===== src/rtl/memory_cycle_lsu.sv =====
// Memory-stage load/store unit: aligns and strobes byte/half/word accesses on a
// valid/ready data port, stalls upstream until each access completes, and owns the M->W register.
//
// state  | meaning
// S_IDLE | presenting the current M-stage access (if any) to memory
// S_WAIT | load accepted, waiting for the response data
module memory_cycle_lsu #(
  parameter int XLEN      = 32,
  parameter int REG_IDX_W = 5,
  parameter int STRB_W    = 4
) (
  input  logic                 clock,
  input  logic                 reset,
  input  logic                 RegWriteM,
  input  logic                 MemWriteM,
  input  logic [1:0]           ResultSrcM,
  input  logic [2:0]           Funct3M,
  input  logic [REG_IDX_W-1:0] RD_M,
  input  logic [XLEN-1:0]      PCPlus4M,
  input  logic [XLEN-1:0]      WriteDataM,
  input  logic [XLEN-1:0]      ALU_ResultM,
  output logic                 dmem_req_valid,
  input  logic                 dmem_req_ready,
  output logic                 dmem_we,
  output logic [XLEN-1:0]      dmem_addr,
  output logic [XLEN-1:0]      dmem_wdata,
  output logic [STRB_W-1:0]    dmem_wstrb,
  input  logic                 dmem_rsp_valid,
  input  logic [XLEN-1:0]      dmem_rdata,
  output logic                 StallM,
  output logic                 RegWriteW,
  output logic [1:0]           ResultSrcW,
  output logic [REG_IDX_W-1:0] RD_W,
  output logic [XLEN-1:0]      PCPlus4W,
  output logic [XLEN-1:0]      ALU_ResultW,
  output logic [XLEN-1:0]      ReadDataW,
  output logic                 MisalignW
);

  typedef enum logic {S_IDLE, S_WAIT} stateT;

  stateT       state, nextState;
  logic [1:0]  laneQ;
  logic        isLoad, isStore, isOp, isHalf, isWord;
  logic        misalign, alignedOp, done, handshake;
  logic [7:0]  byteVal;
  logic [15:0] halfVal;
  logic [XLEN-1:0] loadData;

  assign isLoad    = (ResultSrcM == 2'b01);
  assign isStore   = MemWriteM;
  assign isOp      = isLoad | isStore;
  assign isHalf    = (Funct3M[1:0] == 2'b01);
  assign isWord    = (Funct3M[1:0] == 2'b10);
  assign misalign  = isOp & ((isHalf & ALU_ResultM[0]) | (isWord & (ALU_ResultM[1:0] != 2'b00)));
  assign alignedOp = isOp & ~misalign;
  assign handshake = dmem_req_valid & dmem_req_ready;

  always_comb begin
    nextState      = state;
    dmem_req_valid = 1'b0;
    done           = 1'b0;
    case (state)
      S_IDLE: begin
        dmem_req_valid = alignedOp;
        if (alignedOp && dmem_req_ready) begin
          if (isLoad) nextState = S_WAIT;
          else        done      = 1'b1;
        end
      end
      S_WAIT: begin
        if (dmem_rsp_valid) begin
          done      = 1'b1;
          nextState = S_IDLE;
        end
      end
      default: nextState = S_IDLE;
    endcase
  end

  assign StallM    = alignedOp & ~done;
  assign dmem_we   = isStore;
  assign dmem_addr = {ALU_ResultM[XLEN-1:2], 2'b00};

  always_comb begin
    dmem_wstrb = '0;
    dmem_wdata = WriteDataM;
    if (isStore) begin
      case (Funct3M[1:0])
        2'b00: begin
          dmem_wstrb = 4'b0001 << ALU_ResultM[1:0];
          dmem_wdata = {4{WriteDataM[7:0]}};
        end
        2'b01: begin
          dmem_wstrb = 4'b0011 << {ALU_ResultM[1], 1'b0};
          dmem_wdata = {2{WriteDataM[15:0]}};
        end
        default: dmem_wstrb = 4'b1111;
      endcase
    end
  end

  // Lane comes from the latched accept address; the width/sign come from the held M inputs.
  always_comb begin
    case (laneQ)
      2'd0:    byteVal = dmem_rdata[7:0];
      2'd1:    byteVal = dmem_rdata[15:8];
      2'd2:    byteVal = dmem_rdata[23:16];
      default: byteVal = dmem_rdata[31:24];
    endcase
    halfVal = laneQ[1] ? dmem_rdata[31:16] : dmem_rdata[15:0];
    case (Funct3M)
      3'b000:  loadData = {{24{byteVal[7]}}, byteVal};
      3'b100:  loadData = {24'b0, byteVal};
      3'b001:  loadData = {{16{halfVal[15]}}, halfVal};
      3'b101:  loadData = {16'b0, halfVal};
      default: loadData = dmem_rdata;
    endcase
  end

  always_ff @(posedge clock) begin
    if (reset) begin
      state       <= S_IDLE;
      laneQ       <= 2'b00;
      RegWriteW   <= 1'b0;
      ResultSrcW  <= 2'b00;
      RD_W        <= '0;
      PCPlus4W    <= '0;
      ALU_ResultW <= '0;
      ReadDataW   <= '0;
      MisalignW   <= 1'b0;
    end else begin
      state <= nextState;
      if (state == S_IDLE && handshake && isLoad) laneQ <= ALU_ResultM[1:0];
      if (StallM) begin
        RegWriteW  <= 1'b0;
        ResultSrcW <= 2'b00;
        MisalignW  <= 1'b0;
      end else begin
        RegWriteW   <= RegWriteM & ~misalign;
        ResultSrcW  <= ResultSrcM;
        RD_W        <= RD_M;
        PCPlus4W    <= PCPlus4M;
        ALU_ResultW <= ALU_ResultM;
        // Only a completed load may put data on the W bus; anything else writes zero.
        ReadDataW   <= (isLoad && !misalign) ? loadData : '0;
        MisalignW   <= misalign;
      end
    end
  end

endmodule


===== config.mk =====
export PLATFORM = sky130hd
export DESIGN_NAME = memory_cycle_lsu
export DESIGN_NICKNAME = d
export VERILOG_FILES = /design/src/rtl/memory_cycle_lsu.sv
export SDC_FILE = /design/constraint.sdc
export NUM_CORES = 1
export LEC_CHECK = 0
export ABC_AREA = 1
export ABC_CLOCK_PERIOD_IN_PS = 1600
export CAP_MARGIN = 5
export CORE_MARGIN = 5
export CORE_UTILIZATION = 38
export CTS_BUF_LIST = sky130_fd_sc_hd__clkbuf_4
export DETAILED_ROUTE_END_ITERATION = 7
export MAX_ROUTING_LAYER = met4
export PLACE_DENSITY = 0.82
export SLEW_MARGIN = 20
export SYNTH_ARGS = -nofsm -noshare
export SYNTH_HDL_FRONTEND = slang
export SYNTH_SLANG_ARGS = --single-unit
export TNS_END_PERCENT = 5

===== constraint.sdc =====
create_clock -name clock -period 1.6 [get_ports clock]
set_input_delay 0.32 -clock clock [delete_from_list [all_inputs] [get_ports clock]]
set_output_delay 0.32 -clock clock [all_outputs]
set_load 0.05 [all_outputs]

==> results by group, run 1 <==
STA
  • Highest clock rate: between 0.5 and 0.6 GHz
  • Fraction of the cycle the final worst path needs: 1.097
  • Worst Hold Margin: 216.7 ps
  • Pins Over Slew Limit: 0
  • Count of final hold-check violations: 0
  • Min Tclk post-route: ~1800 ps
  • Unrepaired setup endpoints after global routing: yes
  • Final Skew: approximately 8.5 ps
  • Total of endpoints with negative setup slack in the final report: 26
  • Final total negative setup slack: -1498 ps
  • Minimum setup slack in the final design: -155.7 ps

Worst hold path
  • Hold Path Sink: ResultSrcW[0]$_SDFF_PP0_
  • Path type of the worst min-delay path: in2reg
  • Hold path startpoint: ResultSrcM[0]
  • Worst hold path depth: 3

Detailed routing
  • Routed length per instance: 15.73 microns
  • Number of vias in the routed layout: 7410
  • Detailed-routing iteration count for the pre-antenna-repair pass: 5
  • Iteration-0 DRC Markers: approximately 520
  • Vias per cell: between 4 and 5
  • Detailed-route wire length: roughly 24000 microns
  • Number of remaining DRC errors: 0
  • ANT nets after route: 0

Setup path
  • Max incr delay on CP: about 200 ps
  • Crit-path leading delay family: simple AND/OR/NAND/NOR gates
  • R2R Path Start: laneQ[1]$_SDFFE_PP0P_
  • Cell repeated most along the worst path: sky130_fd_sc_hd__nand2_4
  • Worst setup slack for register-to-register paths: 50 ps
  • Logic depth of the worst register-to-register path: 10
  • Arrival time worst endpoint: 1440 ps
  • Critical-path cell list: clkdlybuf4s15_1, inv_4, nand2_4, nand2_4, nand3_4, nor2_4, nand3_4, nand2_4, clkinvlp_4, buf_8
  • Startpoint type of the worst setup path: input pin
  • Count of buffer and inverter cells on the critical path: 4
  • Required time reported for the critical path endpoint: approximately 1300 ps
  • Critical path fanouts, max: 2
  • Critical R2R Capture: ReadDataW[21]$_SDFFE_PP0N_
  • Setup Crit Path Kind: in2out
  • Critical Path Slowest Stage Cell: sky130_fd_sc_hd__clkdlybuf4s15_1
  • Kind of end point of the critical path: output port

CTS
  • CTS Sinks: 108
  • CTS H-tree lvls: 3
  • Clk_lat worst skew: 470 ps
  • Clock transition at path regs: 160 ps
  • Number of clock buffers inserted by TritonCTS: 9
  • CTS tree: yes
  • Maximum root-to-sink buffer count: 2
  • Clock tree root buffer cell: sky130_fd_sc_hd__clkbuf_4
  • Hold_buf cts: 0

Logic synthesis
  • Post-synthesis compound-gate area fraction: 0.1341
  • Multiplexer fraction of the synthesized cell area: 0
  • Number of library cell types mapped by synthesis: 26
  • Fraction of the yosys area taken by sequential cells: 0.3453
  • Main combinational cell family by area after synthesis: simple AND/OR/NAND/NOR gates
  • Synth Area in Simple Gates: 0.3804
  • Warning count from the yosys run: 0
  • Xor-xnor portion of the synthesized cell area: 0
  • Post-synthesis adder-cell area fraction: 0
  • Register bit count reported by yosys: 108
  • Synthesized area per cell: 6.410 sq um
  • Cell Area, Synth: 0.006262 sq mm
  • Synthesized instance count: 977

Placed design
  • IO Port Bufs: about 320
  • HPWL Detailed: 18430 microns
  • Dpl ws: -718.5 ps
  • Final weighted congestion in routability-driven placement: 0.9435
  • Placed standard-cell area: 0.01081 sq mm

Die
  • Starting density of the core: 0.3831
  • Die outline width: ~140 microns
  • Die span in y: between 100 and 150 microns
  • Core region area: 0.01635 sq mm
  • Total Die Area: 0.01915 sq mm
  • Io pins: 320
  • Number of standard-cell rows in the floorplan: 47

Final layout
  • Summed area of non-filler cells in the final layout: 0.01127 sq mm
  • Net count, final: 1444
  • Post-layout utilization of the core: 0.6893
  • Layout cells sized above 1: 0.2968
  • Layout overhead on the synthesized area: 79.96%

Global routing
  • Remaining global-route overflow: 0
  • Total routing usage reported by global routing: 0.2409
  • Maximum number of pins on one net before global-route repair: 45
  • Number of global-route vias before repair: about 7000
  • Number of antenna violations at the first check in global routing: 2
  • First-pass GRT wire length: 36830 microns

Power
  • PD cells: 795.3 mW/mm^2
  • Share of power burned in combinational logic: 0.498
  • Worst vdd ir: 0.7862 mV
  • Part of the power in the clock network: 0.157
  • Net switching power: 0.003692 W
  • Internal Dissipation: 0.005270 W
  • Power share of the sequential group: 0.345
  • Leakage power figure: about 5.4 nW
  • Sw Share: 0.4119

Outcome
  • Result of the run: complete, but fails checks
  • Violations in the final reports: setup timing

Run
  • Max-capacitance violation count: 0
[sequential cells by signal, summed over array words and instances, names as in the netlist]
| signal | count |
|---|---|
| RegWriteW | 1 |
| RD_W | 5 |
| MisalignW | 1 |
| state | 1 |
| ALU_ResultW | 32 |
| ResultSrcW | 2 |
| ReadDataW | 32 |
| PCPlus4W | 32 |
| laneQ | 2 |
[power by group through the flow]
stage          Clock [W]  Sequential, W  Combinational, W
3_3_place_gp           0        0.00314           0.00429
3_5_place_dp           0        0.00315           0.00435
6_report         0.00141        0.00309           0.00446
2_1_floorplan          0        0.00399           0.00166
4_1_cts          0.00146        0.00309           0.00444
5_1_grt          0.00159        0.00313           0.00469
[cell type report]
type / instances / area, sq um
clock buffer: 9 / 67.56
timing repair buffer: 418 / 4733
fill: 1337 / 5079
tap: 220 / 275.3
antenna: 2 / 5.005
inverter: 71 / 314.1
multi-input combinational: 692 / 3640
clock inverter: 6 / 63.81
sequential: 108 / 2171
[worst register-to-register path, cell delays in order (launching register included)]
cell and delay [ps]:
sky130_fd_sc_hd__dfxtp_4 410, sky130_fd_sc_hd__buf_4 140, sky130_fd_sc_hd__nand2_1 60, sky130_fd_sc_hd__nand3_1 110, sky130_fd_sc_hd__nor2_1 50, sky130_fd_sc_hd__nor2_1 210
sky130_fd_sc_hd__nand2_4 190, sky130_fd_sc_hd__nand2_1 110, sky130_fd_sc_hd__nand2_1 60, sky130_fd_sc_hd__nand2_1 90, sky130_fd_sc_hd__nor2_1 40
[synth_stat cells]
cell,count,share of area
sky130_fd_sc_hd__nand3_1,13,0.010
sky130_fd_sc_hd__clkinv_1,3,0.0018
sky130_fd_sc_hd__nand3_2,2,0.0032
sky130_fd_sc_hd__buf_2,27,0.022
sky130_fd_sc_hd__dfxtp_1,108,0.35
sky130_fd_sc_hd__nor2_4,1,0.0018
sky130_fd_sc_hd__a21oi_1,113,0.090
sky130_fd_sc_hd__nor2_2,1,0.0010
sky130_fd_sc_hd__nand4_1,7,0.0070
sky130_fd_sc_hd__o21ai_0,34,0.027
sky130_fd_sc_hd__nand2_1,254,0.15
sky130_fd_sc_hd__inv_1,67,0.040
sky130_fd_sc_hd__inv_2,1,0.00060
sky130_fd_sc_hd__a21oi_4,1,0.0026
sky130_fd_sc_hd__o211ai_1,5,0.0060
sky130_fd_sc_hd__nand2_2,4,0.0040
sky130_fd_sc_hd__conb_1,1,0.00060
sky130_fd_sc_hd__nand3b_1,85,0.10
sky130_fd_sc_hd__nor2_1,159,0.095
sky130_fd_sc_hd__o22ai_1,8,0.0080
sky130_fd_sc_hd__buf_4,43,0.052
sky130_fd_sc_hd__clkbuf_1,35,0.021
sky130_fd_sc_hd__buf_6,1,0.0018
sky130_fd_sc_hd__nor3_1,1,0.00080
sky130_fd_sc_hd__buf_1,2,0.0012
sky130_fd_sc_hd__nand3_4,1,0.0028
[per-layer routing]
layer | vias up | routed length, microns | GRT usage
met5 | - | 0 | -
met4 | 0 | 632 | 0.07644
met3 | 42 | 1650 | 0.05663
met2 | 269 | 11930 | 0.4021
met1 | 3378 | 9789 | 0.2883
li1 | 3721 | - | -
[worst max-delay path by stage]
stage / end / cells past startpoint / slack [ps] / start
2_1_floorplan: StallM / 9 / -330 / ALU_ResultM[1]
3_3_place_gp: dmem_wstrb[0] / 8 / -630 / Funct3M[0]
3_5_place_dp: ReadDataW[21]$_SDFFE_PP0N_ / 12 / -720 / ALU_ResultM[1]
4_1_cts: StallM / 5 / -200 / state$_SDFF_PP0_
5_1_grt: StallM / 5 / -230 / state$_SDFF_PP0_
6_report: StallM / 10 / -160 / ResultSrcM[1]
[layout by cell type, fill, tap and decap left out, drive strengths merged]
master         netlist  routed
clkinv               3       4
o22ai                8       8
conb                 1       2
nand4                7       7
nor3                 1       1
clkbuf              35       9
dfxtp              108     108
nand3b              85      85
buf                 73     279
diode                0       2
o211ai               5       5
clkdlybuf4s50        0     127
inv                 68      69
nand2              258     259
bufinv               0       1
nand3               16      16
clkinvlp             0       3
nor2               161     161
dlygate4sd2          0      10
clkdlybuf4s15        0       2
a21oi              114     114
o21ai               34      34
[cell families (layout without fill, tap and decap cells)]
family,count (synthesis),count (layout)
AOI/OAI and AO/OA,161,161
buffers and inverters,179,504
DFF,108,108
other,1,4
and+or+nand+nor,528,529
[per-stage QoR]
step,cells,total power (W)
3_3_place_gp,1499,0.007431
5_1_grt,1526,0.009405
4_1_cts,1521,0.008994
3_5_place_dp,1499,0.007493
6_report,1526,0.008962
2_1_floorplan,978,0.005648
[repair_timing]
action,4_1_cts,5_1_grt
cloned,1,0
hold endpoints to repair,0,0
gates resized for setup,92,21
setup endpoints to repair,120,50
setup buffers,6,4
pin swaps,18,11
(Power assumes the default switching activity.)
==> inputs of run 2 (changes only) <==
--- a/config.mk
+++ b/config.mk
@@ -12,6 +12,7 @@
 export CORE_UTILIZATION = 38
 export CTS_BUF_LIST = sky130_fd_sc_hd__clkbuf_4
 export DETAILED_ROUTE_END_ITERATION = 7
+export GPL_ROUTABILITY_DRIVEN = 1
 export MAX_ROUTING_LAYER = met4
 export PLACE_DENSITY = 0.82
 export SLEW_MARGIN = 20
==> results of run 2 <==
Final layout, timing and power as in run 1 (identical DEF).
==> inputs of run 3 (changes only) <==
--- a/config.mk
+++ b/config.mk
@@ -8,11 +8,10 @@
 export ABC_AREA = 1
 export ABC_CLOCK_PERIOD_IN_PS = 1600
 export CAP_MARGIN = 5
-export CORE_MARGIN = 5
+export CORE_MARGIN = 10
 export CORE_UTILIZATION = 38
 export CTS_BUF_LIST = sky130_fd_sc_hd__clkbuf_4
 export DETAILED_ROUTE_END_ITERATION = 7
-export GPL_ROUTABILITY_DRIVEN = 1
 export MAX_ROUTING_LAYER = met4
 export PLACE_DENSITY = 0.82
 export SLEW_MARGIN = 20
==> run 3 against run 2 <==
Effect of this change:
- the run still ends with setup timing left
- sequential power hardly changed
- clock power shrank 6%
- register-to-register slack better by 60 ps
- final cell count is 0.46% lower
- sequential cell count is the same
- total power decreased by 1.0%
- non-clock buffer count fell by 4
- worst setup slack got worse by 37 ps
- critical path depth stayed put
- combinational power is essentially flat
==> results by group, run 3 (synthesized netlist as in run 1, its figures left out) <==
Outcome
  • Result of the run: complete, but fails checks
  • Violations in the final reports: setup timing

Final layout
  • Layout overhead on the synthesized area: 78.94%
  • Regs by FF count: ALU_ResultW x32, PCPlus4W x32, ReadDataW x32
  • Most frequent cells in the layout: sky130_fd_sc_hd__nand2_1 (235), sky130_fd_sc_hd__buf_4 (166), sky130_fd_sc_hd__nor2_1 (155), sky130_fd_sc_hd__clkdlybuf4s50_1 (126)
  • Net count, final: 1439 (-0.35%)
  • Final standard cell count with taps included and fillers excluded: 1519 (-0.46%)
  • Layout cells sized above 1: 0.2900 (-0.006779)
  • Most common cell after layout, fill and taps aside: sky130_fd_sc_hd__nand2_1

Setup path
  • Cell repeated most along the worst path: sky130_fd_sc_hd__nand2_4
  • Required time reported for the critical path endpoint: 1280 ps (about the same)
  • Max incr delay on CP: 250 ps (+50 ps)
  • Arrival time worst endpoint: 1470 ps (+30 ps)
  • Critical Path Slowest Stage Cell: sky130_fd_sc_hd__dlygate4sd2_1
  • Critical path fanouts, max: 2 (unchanged)
  • Startpoint type of the worst setup path: input pin
  • Setup Crit Path Kind: in2out
  • Kind of end point of the critical path: output port
  • Critical-path cell list: dlygate4sd2_1, inv_4, nand2_4, nand2_4, nand3_4, nor2_4, nand3_4, nand2_4, clkinvlp_4, buf_8

Die
  • Io pins: 320 (unchanged)
  • Core region area: 0.01600 sq mm (-2.1%)
  • Starting density of the core: 0.3914 (+0.008327)
  • Total Die Area: 0.02201 sq mm (+15%)
  • Die span in y: 148.4 microns (+7.2%)
  • Die outline width: 148.4 microns (+7.2%)
  • Number of standard-cell rows in the floorplan: 46 (-2.1%)

CTS
  • CTS tree: yes
  • Number of clock buffers inserted by TritonCTS: 9 (unchanged)
  • Clk_lat worst skew: 500 ps (+30 ps)
  • Hold_buf cts: 0 (unchanged)
  • Maximum root-to-sink buffer count: 2 (unchanged)
  • Clock transition at path regs: 170 ps (about the same)
  • CTS H-tree lvls: 3 (unchanged)
  • Clock tree root buffer cell: sky130_fd_sc_hd__clkbuf_4
  • CTS Sinks: 108 (unchanged)

Power
  • Part of the power in the clock network: 0.150 (-0.007)
  • Net switching power: 0.003746 W (+1.5%)
  • Sw Share: 0.4222 (+0.01024)
  • Power share of the sequential group: 0.348 (+0.003)
  • Share of power burned in combinational logic: 0.502 (+0.004)
  • PD cells: 791.8 mW/mm^2 (-0.44%)
  • Worst vdd ir: 0.7679 mV (-2.3%)
  • Post-layout total power: 0.008872 W (-1.0%)
  • Internal Dissipation: 0.005126 W (-2.7%)
  • Leakage power figure: 5.343 nW (-0.39%)

STA
  • Highest clock rate: 0.5578 GHz (-2.1%)
  • Unrepaired setup endpoints after global routing: yes
  • Fraction of the cycle the final worst path needs: 1.121 (+0.02324)
  • Total of endpoints with negative setup slack in the final report: 22 (-15%)
  • Count of final hold-check violations: 0 (unchanged)
  • Pins Over Slew Limit: 0 (unchanged)
  • Worst Hold Margin: 201.0 ps (-15.62 ps)
  • Minimum setup slack in the final design: -192.9 ps (-37.18 ps)
  • Final Skew: 14.86 ps (+6.314 ps)
  • Min Tclk post-route: 1793 ps (+37.18 ps)

Placed design
  • HPWL Detailed: 20230 microns (+9.8%)
  • Number of instances in the placed design: 1493 (-0.40%)
  • Final weighted congestion in routability-driven placement: 0.9303 (-1.4%)
  • IO Port Bufs: 317 (unchanged)

Global routing
  • First-pass GRT wire length: 40000 microns (+8.6%)
  • Number of antenna violations at the first check in global routing: 3 (+1)
  • Remaining global-route overflow: 0 (unchanged)
  • Number of global-route vias before repair: 7452 (+6.0%)
  • Total routing usage reported by global routing: 0.2319 (-0.009021)
  • Maximum number of pins on one net before global-route repair: 40 (-11%)

Detailed routing
  • Number of vias in the routed layout: 7413 (+0.040%)
  • Vias per cell: 4.880 (+0.50%)
  • Number of remaining DRC errors: 0 (unchanged)
  • Routed length per instance: 16.98 microns (+7.9%)
  • Detailed-route wire length: 25790 microns (+7.4%)
  • Detailed-routing iteration count for the pre-antenna-repair pass: 5 (unchanged)
  • Iteration-0 DRC Markers: 532 (+1.9%)
  • ANT nets after route: 0 (unchanged)

Worst hold path
  • Path type of the worst min-delay path: in2reg

Run
  • Max-capacitance violation count: 0 (unchanged)
==> run 3: cell types whose count changed in the layout (fill, tap and decap cells not counted), sizes merged <==
cell | previous run | this run
buf | 279 | 275
dlygate4sd2 | 10 | 11
bufinv | 1 | 0
dlymetal6s2s | 0 | 1
diode | 2 | 3
clkdlybuf4s50 | 127 | 126
inv | 69 | 70
clkinvlp | 3 | 4
clkdlybuf4s15 | 2 | 1
nand2 | 259 | 258
==> run 3: per-stage QoR <==
step | setup slack [ps] | setup TNS [ps] | instance area (sq um) | utilization
6_report | -192.9 | -714.7 | 11210 | 0.7003
5_1_grt | -256.5 | -1500 | 11210 | 0.7003
4_1_cts | -221.0 | -745.8 | 11120 | 0.6953
3_5_place_dp | -665.2 | -81850 | 10790 | 0.6745
3_3_place_gp | -617.1 | -76520 | 10790 | 0.6745
2_1_floorplan | -327.0 | -15930 | 6573 | -
==> run 3: final cells by class <==
type | instances | area [sq um]
Antenna cell | 3 | 7.507
Clock buffer | 9 | 67.56
Clock inverter | 7 | 60.06
Fill cell | 1325 | 4795
Inverter | 71 | 316.6
Multi-Input combinational cell | 691 | 3611
Sequential cell | 108 | 2170
Tap cell | 216 | 270.3
Timing Repair Buffer | 414 | 4703
==> run 3: metal layers <==
metal	track usage	vias to the layer above	routed length, microns
li1	-	3714	-
met1	0.2562	3406	9974
met2	0.3961	259	13240
met3	0.06887	34	1977
met4	0.06888	0	599
met5	-	-	0
==> run 3: final timing paths <==
check | startpoint | endpoint | slack, ps | depth (start not counted)
hold / removal | ResultSrcM[0] | ResultSrcW[0]$_SDFF_PP0_ | 200 | 3
setup reg to reg | state$_SDFF_PP0_ | RD_W[0]$_SDFFE_PP0N_ | 110 | 8
hold reg to reg | ReadDataW[12]$_SDFFE_PP0N_ | ReadDataW[12]$_SDFFE_PP0N_ | 500 | 2
setup / recovery | ResultSrcM[1] | StallM | -190 | 10
==> run 3: worst max-delay path: cells and delay by family <==
kind,cells,cell delay [ps]
and+or+nand+nor,6,550
buffers and inverters,4,580
==> run 3: repair_timing <==
| item | in CTS | in global routing |
|---|---|---|
| gates cloned | 1 | 0 |
| pin swaps | 12 | 10 |
| setup endpoints to repair | 132 | 49 |
| gates resized for setup | 81 | 22 |
| buffers inserted | 5 | 2 |
| hold endpoints to repair | 0 | 0 |
==> run 3: power groups by stage <==
stage	combinational (W)	clock (W)	sequential, W
finish	0.00446	0.00133	0.00309
global route	0.00473	0.00148	0.00312
CTS	0.00444	0.00138	0.00309
detailed placement	0.00437	0	0.00315
global placement	0.00431	0	0.00313
floorplan	0.00166	0	0.00399
